--- src/rtl/axi_lite_slave_regs_if.sv ---
// ---------------------------------------------------------------------------
// axi_lite_slave_regs_if
//
// Purpose : AXI-Lite bundle (AW, W, B, AR, R channels) shared between the
//           register-bank responder and whatever master drives it.
//
// Parameters
//   ADDR_WIDTH : byte address width
//   DATA_WIDTH : data width (32 for the register bank)
//
// Signals (master -> slave unless noted)
//   AWADDR/AWVALID, AWREADY (slave->master)  : write address channel
//   WDATA/[WSTRB]/WVALID, WREADY (s->m)      : write data channel
//   BRESP/BVALID (s->m), BREADY              : write response channel
//   ARADDR/ARVALID, ARREADY (s->m)           : read address channel
//   RDATA/RRESP/RVALID (s->m), RREADY        : read data channel
//
// Build option
//   AXIL_WSTRB_EN : when defined, adds the WSTRB byte-lane strobe.
// ---------------------------------------------------------------------------
interface axi_lite_slave_regs_if #(
    parameter int ADDR_WIDTH = 32,
    parameter int DATA_WIDTH = 32
);
    logic [ADDR_WIDTH-1:0]   AWADDR;
    logic                    AWVALID;
    logic                    AWREADY;
    logic [DATA_WIDTH-1:0]   WDATA;
`ifdef AXIL_WSTRB_EN
    logic [DATA_WIDTH/8-1:0] WSTRB;
`endif
    logic                    WVALID;
    logic                    WREADY;
    logic [1:0]              BRESP;
    logic                    BVALID;
    logic                    BREADY;
    logic [ADDR_WIDTH-1:0]   ARADDR;
    logic                    ARVALID;
    logic                    ARREADY;
    logic [DATA_WIDTH-1:0]   RDATA;
    logic [1:0]              RRESP;
    logic                    RVALID;
    logic                    RREADY;

    modport master (
        output AWADDR, AWVALID,
        input  AWREADY,
        output WDATA,
`ifdef AXIL_WSTRB_EN
        output WSTRB,
`endif
        output WVALID,
        input  WREADY,
        input  BRESP, BVALID,
        output BREADY,
        output ARADDR, ARVALID,
        input  ARREADY,
        input  RDATA, RRESP, RVALID,
        output RREADY
    );

    modport slave (
        input  AWADDR, AWVALID,
        output AWREADY,
        input  WDATA,
`ifdef AXIL_WSTRB_EN
        input  WSTRB,
`endif
        input  WVALID,
        output WREADY,
        output BRESP, BVALID,
        input  BREADY,
        input  ARADDR, ARVALID,
        output ARREADY,
        output RDATA, RRESP, RVALID,
        input  RREADY
    );
endinterface

--- src/rtl/axi_lite_slave_regs.sv ---
// ---------------------------------------------------------------------------
// axi_lite_slave_regs
//
// Purpose : AXI-Lite responder terminating one outstanding write and one
//           outstanding read, backed by NUM_REGS 32-bit registers that are
//           also mirrored flat onto regs_o.
//
// Parameters
//   ADDR_WIDTH : byte address width
//   DATA_WIDTH : data width, must be 32 (one register = 4 bytes)
//   NUM_REGS   : register count, power of two, >= 2
//
// Ports
//   ACLK   : clock, everything on the rising edge
//   ARESET : synchronous active-high reset
//   s_axi  : AXI-Lite slave modport (AW/W/B/AR/R)
//   regs_o : register bank, register i at bits [i*32 +: 32]
//
// Build option
//   AXIL_WSTRB_EN : when defined, WSTRB selects which bytes a write updates;
//                   otherwise every write updates the full word.
//
// Decode: idx = addr[2 +: log2(NUM_REGS)], in range iff addr < NUM_REGS*4,
// addr[1:0] ignored. Out-of-range accesses answer SLVERR and touch nothing.
// ---------------------------------------------------------------------------
module axi_lite_slave_regs #(
    parameter int ADDR_WIDTH = 32,
    parameter int DATA_WIDTH = 32,
    parameter int NUM_REGS   = 8
) (
    input  logic                           ACLK,
    input  logic                           ARESET,
    axi_lite_slave_regs_if.slave           s_axi,
    output logic [NUM_REGS*DATA_WIDTH-1:0] regs_o
);
    localparam int                    IDX_W     = $clog2(NUM_REGS);
    localparam int                    STRB_W    = DATA_WIDTH / 8;
    localparam logic [ADDR_WIDTH-1:0] RANGE_END = ADDR_WIDTH'(NUM_REGS * 4);
    localparam logic [1:0]            RESP_OKAY   = 2'b00;
    localparam logic [1:0]            RESP_SLVERR = 2'b10;

    // Write path: IDLE collects AW and W (any order), RESP holds BVALID.
    typedef enum logic {WR_IDLE, WR_RESP} wr_state_t;
    // Read path: IDLE waits for AR, RESP holds RVALID.
    typedef enum logic {RD_IDLE, RD_RESP} rd_state_t;

    // ------------------------------------------------------------------
    // Write path state
    // ------------------------------------------------------------------
    wr_state_t             r_wr_state_reg;
    wr_state_t             w_wr_state_next;
    logic                  r_aw_full_reg;
    logic                  w_aw_full_next;
    logic                  r_w_full_reg;
    logic                  w_w_full_next;
    logic                  r_awready_reg;
    logic                  w_awready_next;
    logic                  r_wready_reg;
    logic                  w_wready_next;
    logic [1:0]            r_bresp_reg;
    logic [ADDR_WIDTH-1:0] r_awaddr_reg;
    logic [DATA_WIDTH-1:0] r_wdata_reg;
    logic [STRB_W-1:0]     w_byte_en;
    logic                  w_aw_hs;
    logic                  w_w_hs;
    logic                  w_commit;
    logic                  w_wr_in_range;
    logic [IDX_W-1:0]      w_wr_idx;

    // ------------------------------------------------------------------
    // Read path state
    // ------------------------------------------------------------------
    rd_state_t             r_rd_state_reg;
    rd_state_t             w_rd_state_next;
    logic                  r_arready_reg;
    logic                  w_arready_next;
    logic [DATA_WIDTH-1:0] r_rdata_reg;
    logic [1:0]            r_rresp_reg;
    logic                  w_ar_hs;
    logic                  w_rd_in_range;
    logic [IDX_W-1:0]      w_rd_idx;

    logic [DATA_WIDTH-1:0] w_bank [NUM_REGS];

    // Readies are registered, so handshakes depend on valids only here.
    assign w_aw_hs = s_axi.AWVALID & r_awready_reg;
    assign w_w_hs  = s_axi.WVALID  & r_wready_reg;
    assign w_ar_hs = s_axi.ARVALID & r_arready_reg;

    assign w_wr_in_range = (r_awaddr_reg < RANGE_END);
    assign w_wr_idx      = r_awaddr_reg[2 +: IDX_W];
    assign w_rd_in_range = (s_axi.ARADDR < RANGE_END);
    assign w_rd_idx      = s_axi.ARADDR[2 +: IDX_W];

`ifdef AXIL_WSTRB_EN
    logic [STRB_W-1:0] r_wstrb_reg;
    assign w_byte_en = r_wstrb_reg;
`else
    assign w_byte_en = '1;
`endif

    // ------------------------------------------------------------------
    // Write FSM: next state and readies
    // ------------------------------------------------------------------
    always_comb begin
        w_wr_state_next = r_wr_state_reg;
        w_aw_full_next  = r_aw_full_reg | w_aw_hs;
        w_w_full_next   = r_w_full_reg  | w_w_hs;
        w_commit        = 1'b0;
        case (r_wr_state_reg)
            WR_IDLE: begin
                // Commit only from latched copies: a same-edge AW+W pair
                // therefore lands one edge later.
                if (r_aw_full_reg && r_w_full_reg) begin
                    w_commit        = 1'b1;
                    w_wr_state_next = WR_RESP;
                    w_aw_full_next  = 1'b0;
                    w_w_full_next   = 1'b0;
                end
            end
            WR_RESP: begin
                if (s_axi.BREADY) begin
                    w_wr_state_next = WR_IDLE;
                end
            end
            default: w_wr_state_next = WR_IDLE;
        endcase
        // A channel is ready only while its slot is empty and no response
        // is pending; this also raises both readies on the first edge
        // after reset.
        w_awready_next = (w_wr_state_next == WR_IDLE) && !w_aw_full_next;
        w_wready_next  = (w_wr_state_next == WR_IDLE) && !w_w_full_next;
    end

    always_ff @(posedge ACLK) begin
        if (ARESET) begin
            r_wr_state_reg <= WR_IDLE;
            r_aw_full_reg  <= 1'b0;
            r_w_full_reg   <= 1'b0;
            r_awready_reg  <= 1'b0;
            r_wready_reg   <= 1'b0;
            r_bresp_reg    <= RESP_OKAY;
            r_awaddr_reg   <= '0;
            r_wdata_reg    <= '0;
        end else begin
            r_wr_state_reg <= w_wr_state_next;
            r_aw_full_reg  <= w_aw_full_next;
            r_w_full_reg   <= w_w_full_next;
            r_awready_reg  <= w_awready_next;
            r_wready_reg   <= w_wready_next;
            if (w_aw_hs) begin
                r_awaddr_reg <= s_axi.AWADDR;
            end
            if (w_w_hs) begin
                r_wdata_reg <= s_axi.WDATA;
            end
            if (w_commit) begin
                r_bresp_reg <= w_wr_in_range ? RESP_OKAY : RESP_SLVERR;
            end
        end
    end

`ifdef AXIL_WSTRB_EN
    always_ff @(posedge ACLK) begin
        if (ARESET) begin
            r_wstrb_reg <= '0;
        end else if (w_w_hs) begin
            r_wstrb_reg <= s_axi.WSTRB;
        end
    end
`endif

    // ------------------------------------------------------------------
    // Register bank: one word per generate slot, byte-lane enables
    // ------------------------------------------------------------------
    generate
        for (genvar gi = 0; gi < NUM_REGS; gi++) begin : g_reg
            logic [DATA_WIDTH-1:0] r_word_reg;
            logic                  w_sel;

            assign w_sel = w_commit && w_wr_in_range && (w_wr_idx == IDX_W'(gi));

            always_ff @(posedge ACLK) begin
                if (ARESET) begin
                    r_word_reg <= '0;
                end else if (w_sel) begin
                    for (int b = 0; b < STRB_W; b++) begin
                        if (w_byte_en[b]) begin
                            r_word_reg[8*b +: 8] <= r_wdata_reg[8*b +: 8];
                        end
                    end
                end
            end

            assign w_bank[gi]                              = r_word_reg;
            assign regs_o[gi*DATA_WIDTH +: DATA_WIDTH] = r_word_reg;
        end
    endgenerate

    // ------------------------------------------------------------------
    // Read FSM
    // ------------------------------------------------------------------
    always_comb begin
        w_rd_state_next = r_rd_state_reg;
        case (r_rd_state_reg)
            RD_IDLE: begin
                if (w_ar_hs) begin
                    w_rd_state_next = RD_RESP;
                end
            end
            RD_RESP: begin
                if (s_axi.RREADY) begin
                    w_rd_state_next = RD_IDLE;
                end
            end
            default: w_rd_state_next = RD_IDLE;
        endcase
        w_arready_next = (w_rd_state_next == RD_IDLE);
    end

    // Data is captured on the AR handshake edge itself; a write committing
    // on that same edge is not yet visible, so the old value is returned.
    always_ff @(posedge ACLK) begin
        if (ARESET) begin
            r_rd_state_reg <= RD_IDLE;
            r_arready_reg  <= 1'b0;
            r_rdata_reg    <= '0;
            r_rresp_reg    <= RESP_OKAY;
        end else begin
            r_rd_state_reg <= w_rd_state_next;
            r_arready_reg  <= w_arready_next;
            if (w_ar_hs) begin
                r_rdata_reg <= w_rd_in_range ? w_bank[w_rd_idx] : '0;
                r_rresp_reg <= w_rd_in_range ? RESP_OKAY : RESP_SLVERR;
            end
        end
    end

    // ------------------------------------------------------------------
    // Outputs
    // ------------------------------------------------------------------
    assign s_axi.AWREADY = r_awready_reg;
    assign s_axi.WREADY  = r_wready_reg;
    assign s_axi.BVALID  = (r_wr_state_reg == WR_RESP);
    assign s_axi.BRESP   = r_bresp_reg;
    assign s_axi.ARREADY = r_arready_reg;
    assign s_axi.RVALID  = (r_rd_state_reg == RD_RESP);
    assign s_axi.RDATA   = r_rdata_reg;
    assign s_axi.RRESP   = r_rresp_reg;

endmodule

--- src/flat_wrapper.sv ---
// flat-port wrapper written by rule: the top's interface ports become plain ports
module axi_lite_slave_regs_flat 
#(
    parameter int ADDR_WIDTH = 32,
    parameter int DATA_WIDTH = 32,
    parameter int NUM_REGS   = 8
)
  (ACLK, ARESET, regs_o, s_axi_AWADDR, s_axi_AWVALID, s_axi_AWREADY, s_axi_WDATA, s_axi_WVALID, s_axi_WREADY, s_axi_BRESP, s_axi_BVALID, s_axi_BREADY, s_axi_ARADDR, s_axi_ARVALID, s_axi_ARREADY, s_axi_RDATA, s_axi_RRESP, s_axi_RVALID, s_axi_RREADY);
  axi_lite_slave_regs_if #(.ADDR_WIDTH(ADDR_WIDTH), .DATA_WIDTH(DATA_WIDTH)) s_axi_i ();
  input  logic ACLK;
  input  logic ARESET;
  output logic [NUM_REGS*DATA_WIDTH-1:0] regs_o;
  input wire logic [$bits(s_axi_i.AWADDR)-1:0] s_axi_AWADDR;
  input wire logic [$bits(s_axi_i.AWVALID)-1:0] s_axi_AWVALID;
  output wire logic [$bits(s_axi_i.AWREADY)-1:0] s_axi_AWREADY;
  input wire logic [$bits(s_axi_i.WDATA)-1:0] s_axi_WDATA;
  input wire logic [$bits(s_axi_i.WVALID)-1:0] s_axi_WVALID;
  output wire logic [$bits(s_axi_i.WREADY)-1:0] s_axi_WREADY;
  output wire logic [$bits(s_axi_i.BRESP)-1:0] s_axi_BRESP;
  output wire logic [$bits(s_axi_i.BVALID)-1:0] s_axi_BVALID;
  input wire logic [$bits(s_axi_i.BREADY)-1:0] s_axi_BREADY;
  input wire logic [$bits(s_axi_i.ARADDR)-1:0] s_axi_ARADDR;
  input wire logic [$bits(s_axi_i.ARVALID)-1:0] s_axi_ARVALID;
  output wire logic [$bits(s_axi_i.ARREADY)-1:0] s_axi_ARREADY;
  output wire logic [$bits(s_axi_i.RDATA)-1:0] s_axi_RDATA;
  output wire logic [$bits(s_axi_i.RRESP)-1:0] s_axi_RRESP;
  output wire logic [$bits(s_axi_i.RVALID)-1:0] s_axi_RVALID;
  input wire logic [$bits(s_axi_i.RREADY)-1:0] s_axi_RREADY;
  assign s_axi_i.AWADDR = s_axi_AWADDR;
  assign s_axi_i.AWVALID = s_axi_AWVALID;
  assign s_axi_AWREADY = s_axi_i.AWREADY;
  assign s_axi_i.WDATA = s_axi_WDATA;
  assign s_axi_i.WVALID = s_axi_WVALID;
  assign s_axi_WREADY = s_axi_i.WREADY;
  assign s_axi_BRESP = s_axi_i.BRESP;
  assign s_axi_BVALID = s_axi_i.BVALID;
  assign s_axi_i.BREADY = s_axi_BREADY;
  assign s_axi_i.ARADDR = s_axi_ARADDR;
  assign s_axi_i.ARVALID = s_axi_ARVALID;
  assign s_axi_ARREADY = s_axi_i.ARREADY;
  assign s_axi_RDATA = s_axi_i.RDATA;
  assign s_axi_RRESP = s_axi_i.RRESP;
  assign s_axi_RVALID = s_axi_i.RVALID;
  assign s_axi_i.RREADY = s_axi_RREADY;
  axi_lite_slave_regs #(.ADDR_WIDTH(ADDR_WIDTH), .DATA_WIDTH(DATA_WIDTH), .NUM_REGS(NUM_REGS)) u_core (.ACLK(ACLK), .ARESET(ARESET), .s_axi(s_axi_i), .regs_o(regs_o));
endmodule
--- config.mk ---
export PLATFORM = sky130hd
export DESIGN_NAME = axi_lite_slave_regs_flat
export DESIGN_NICKNAME = d
export VERILOG_FILES = /design/src/rtl/axi_lite_slave_regs_if.sv /design/src/rtl/axi_lite_slave_regs.sv /design/src/flat_wrapper.sv
export SDC_FILE = /design/constraint.sdc
export NUM_CORES = 1
export LEC_CHECK = 0
export ABC_AREA = 1
export CORE_ASPECT_RATIO = 1.4
export CORE_MARGIN = 3
export CORE_UTILIZATION = 50
export CTS_BUF_LIST = sky130_fd_sc_hd__clkbuf_2 sky130_fd_sc_hd__clkbuf_4 sky130_fd_sc_hd__clkbuf_8
export CTS_CLUSTER_DIAMETER = 100
export DETAILED_ROUTE_END_ITERATION = 8
export PLACE_DENSITY = 0.91
export SYNTH_ARGS = -nofsm -noshare
export SYNTH_HDL_FRONTEND = slang
export SYNTH_SLANG_ARGS = --single-unit
export TNS_END_PERCENT = 30
--- constraint.sdc ---
create_clock -name ACLK -period 3.18 [get_ports ACLK]
set_input_delay 0.477 -clock ACLK [delete_from_list [all_inputs] [get_ports ACLK]]
set_output_delay 0.477 -clock ACLK [all_outputs]
set_load 0.01 [all_outputs]
==> flow_summary.yaml <==
place:
  io_buffers: 393
  placedCellCount: 3114
  pre_cts_slack_ns: 0.787
  hpwl_um: 40300
  place_congestion: 0.975
cts:
  insertion_delay_ns: 0.61
  clockBufferDepth: 3
  cts-root-buf: "clkbuf_8"
  clk_pin_slew_ns: 0.07
  cts_buffers: 53
  post_cts_buffers: 0
  ctsResizeCount: 0
  h-tree-depth: 2
  ctsHoldBuffers: 0
  tritoncts: "yes"
  clock_sinks: 359
power_and_ir_drop:
  p_leak_uw: 0.00815
  vdd_drop_max_v: 0.000326
  p_per_area_mw_per_mm2: 453
global_route:
  grt.overflow.total: 0
  grt_antenna_before_repair: 3
  grt_pass1_vias: 16800
  track_usage_pct: 32.5
  grt_start_max_net_pins: 175
  grt_pass1_wl_um: 93700
routing:
  vias: 18400
  finalWirelength_um: 60900
  drt_first_pass_iters: 6
  ant_nets: 0
  viasPerCell: 5.73
  post_drt_wl_per_cell_um: 19.0
  drtIter0Drc: 2227
  drc: 0
sta:
  timing.hold.ws_ns: 0.458
  relSlewSlack_pct: 32.7
  hold_viol: 0
  fin_setup_tns_ns: 0
  min_period_over_period_pct: 68.1
  fmax_ghz: 0.462
  drv_slew: 0
  rsz0062_at_grt: "no"
  fin_crit_ns: 2.17
  worst_pin_slew_ns: 1.01
  setup_violations: 0
  final.setup.worst_slack_ns: 1.01
  fin_skew_ns: 0.00956
min_path:
  hp-class: "flip-flop to flip-flop"
setup_path:
  crit_path_end_kind: "flip-flop"
  cp.arrival_ns: 2.67
  crit_family: "simple AND/OR/NAND/NOR gates"
  crit_type: "flip-flop to flip-flop"
  crit_path_max_fanout: 71
  crit_path_top_delay_cell: "buf_4"
  critical_path.startpoint_type: "flip-flop"
  crit_required_ns: 3.69
  critPathMaxStageDelay_ns: 0.49
  crit_chain: "nor2_1 > nand2_1 > nor2_1 > nand2_1 > nor2_4 > buf_12 > buf_4 > nand3_1 > nand2_1 > nor2_1"
  worstPathBufferInverterCount: 2
job:
  cap_violations: 0
synthesis:
  yosysWarnings: 0
  synthTopCellsByArea: "dfxtp_1, nor2_1, nand3_1, a21oi_1, nand2_1"
  syn_inst: 2457
  ys_seq_area_share_pct: 43.2
  yosysTopAreaCell: "dfxtp_1"
  syn_avg_cell_area_um2: 6.78
  yosys.area.top_type_share_pct: 43.2
  yosys.cell_types.count: 20
  syn_area_mm2: 0.0167
  synth-seq-cells: 359
floorplan:
  io_pins: 400
  die_h_um: 222
  design.core.area_mm2: 0.0326
  die_w_um: 160
  dieArea_mm2: 0.0356
  rows: 78
  start_util_pct: 51.1
cells_and_area:
  area_growth_pct: 29.6
  utilization_pct: 66.2
  largest_register_ffs: 256
  final_common_cell: "nor2_1"
  final_cell_mix: "nor2_1, clkdlybuf4s50_1, dfxtp_1"
  drive_above_1_share_pct: 6.68
  final.fill_count: 2790
  fin_cells: 3212
  final_nets: 2832
status:
  status: "finished clean"
[cell type report]
class / count / area (um2) / share of cell area (%)
inverter: 46 / 181 / 0.841
clock inverter: 15 / 159 / 0.736
antenna: 3 / 7.51 / 0.0348
timing repair buffer: 430 / 4330 / 20.1
multi-input combinational: 1839 / 8150 / 37.8
tap: 440 / 551 / 2.55
sequential: 359 / 7190 / 33.3
clock buffer: 80 / 1010 / 4.67
[worst register-to-register path, stage by stage, from the launching register on]
cell and delay, ns:
dfxtp_1 0.32, nor2_1 0.12, nand2_1 0.07, nor2_1 0.13
nand2_1 0.10, nor2_4 0.17, buf_12 0.30, buf_4 0.54
nand3_1 0.16, nand2_1 0.10, nor2_1 0.05
[worst paths after layout]
kind | startpoint | to | slack, ns | cells past startpoint
max | u_core.r_awaddr_reg[28] | u_core.g_reg[6].r_word_reg[2] | 1.01 | 10
min | u_core.r_w_full_reg | u_core.s_axi.WREADY | 0.46 | 1
max reg2reg | u_core.r_awaddr_reg[28] | u_core.g_reg[6].r_word_reg[2] | 1.01 | 10
min reg2reg | u_core.r_w_full_reg | u_core.s_axi.WREADY | 0.46 | 1
[cells by family after synthesis]
group,after synthesis,share of synthesized area [%]
flops,359,43.2
other cells,1,0.0225
compound gates,482,14.5
buf+inv,260,8.09
simple gates,1355,34.2
[metrics by stage]
step                cell area (um2)  power (uW)
CTS                           21600        9760
global route                  21600       10100
floorplan                     16700        5340
global placement              20400        5690
finish                        21600        9770
detailed placement            20400        5720
[power by group]
group          switching, uW  total (uW)  internal, uW
sequential              38.8        4610          4570
clock                   1850        4120          2270
combinational            710        1040           334
total                   2600        9770          7170
[layer usage]
metal	GRT usage (%)	vias up	routed length (um)
li1	-	8602	-
met1	39.6	8349	22100
met2	50.6	1188	27200
met3	8.24	254	6890
met4	21.6	0	4630
met5	0	-	0
[cell usage after synthesis]
| master | n |
|---|---|
| nor2_1 | 599 |
| dfxtp_1 | 359 |
| nand2_1 | 357 |
| nand3_1 | 355 |
| a21oi_1 | 326 |
| o21ai_0 | 156 |
| clkbuf_1 | 95 |
| buf_2 | 51 |
| clkinv_1 | 33 |
| or2_2 | 32 |
| buf_6 | 28 |
| buf_4 | 26 |
| buf_1 | 14 |
| inv_1 | 9 |
| nor3_4 | 5 |
| inv_2 | 4 |
| nor3_1 | 3 |
| nor3_2 | 3 |
| conb_1 | 1 |
| nor2_4 | 1 |
Note: power is estimated with default switching activity, not from simulation.
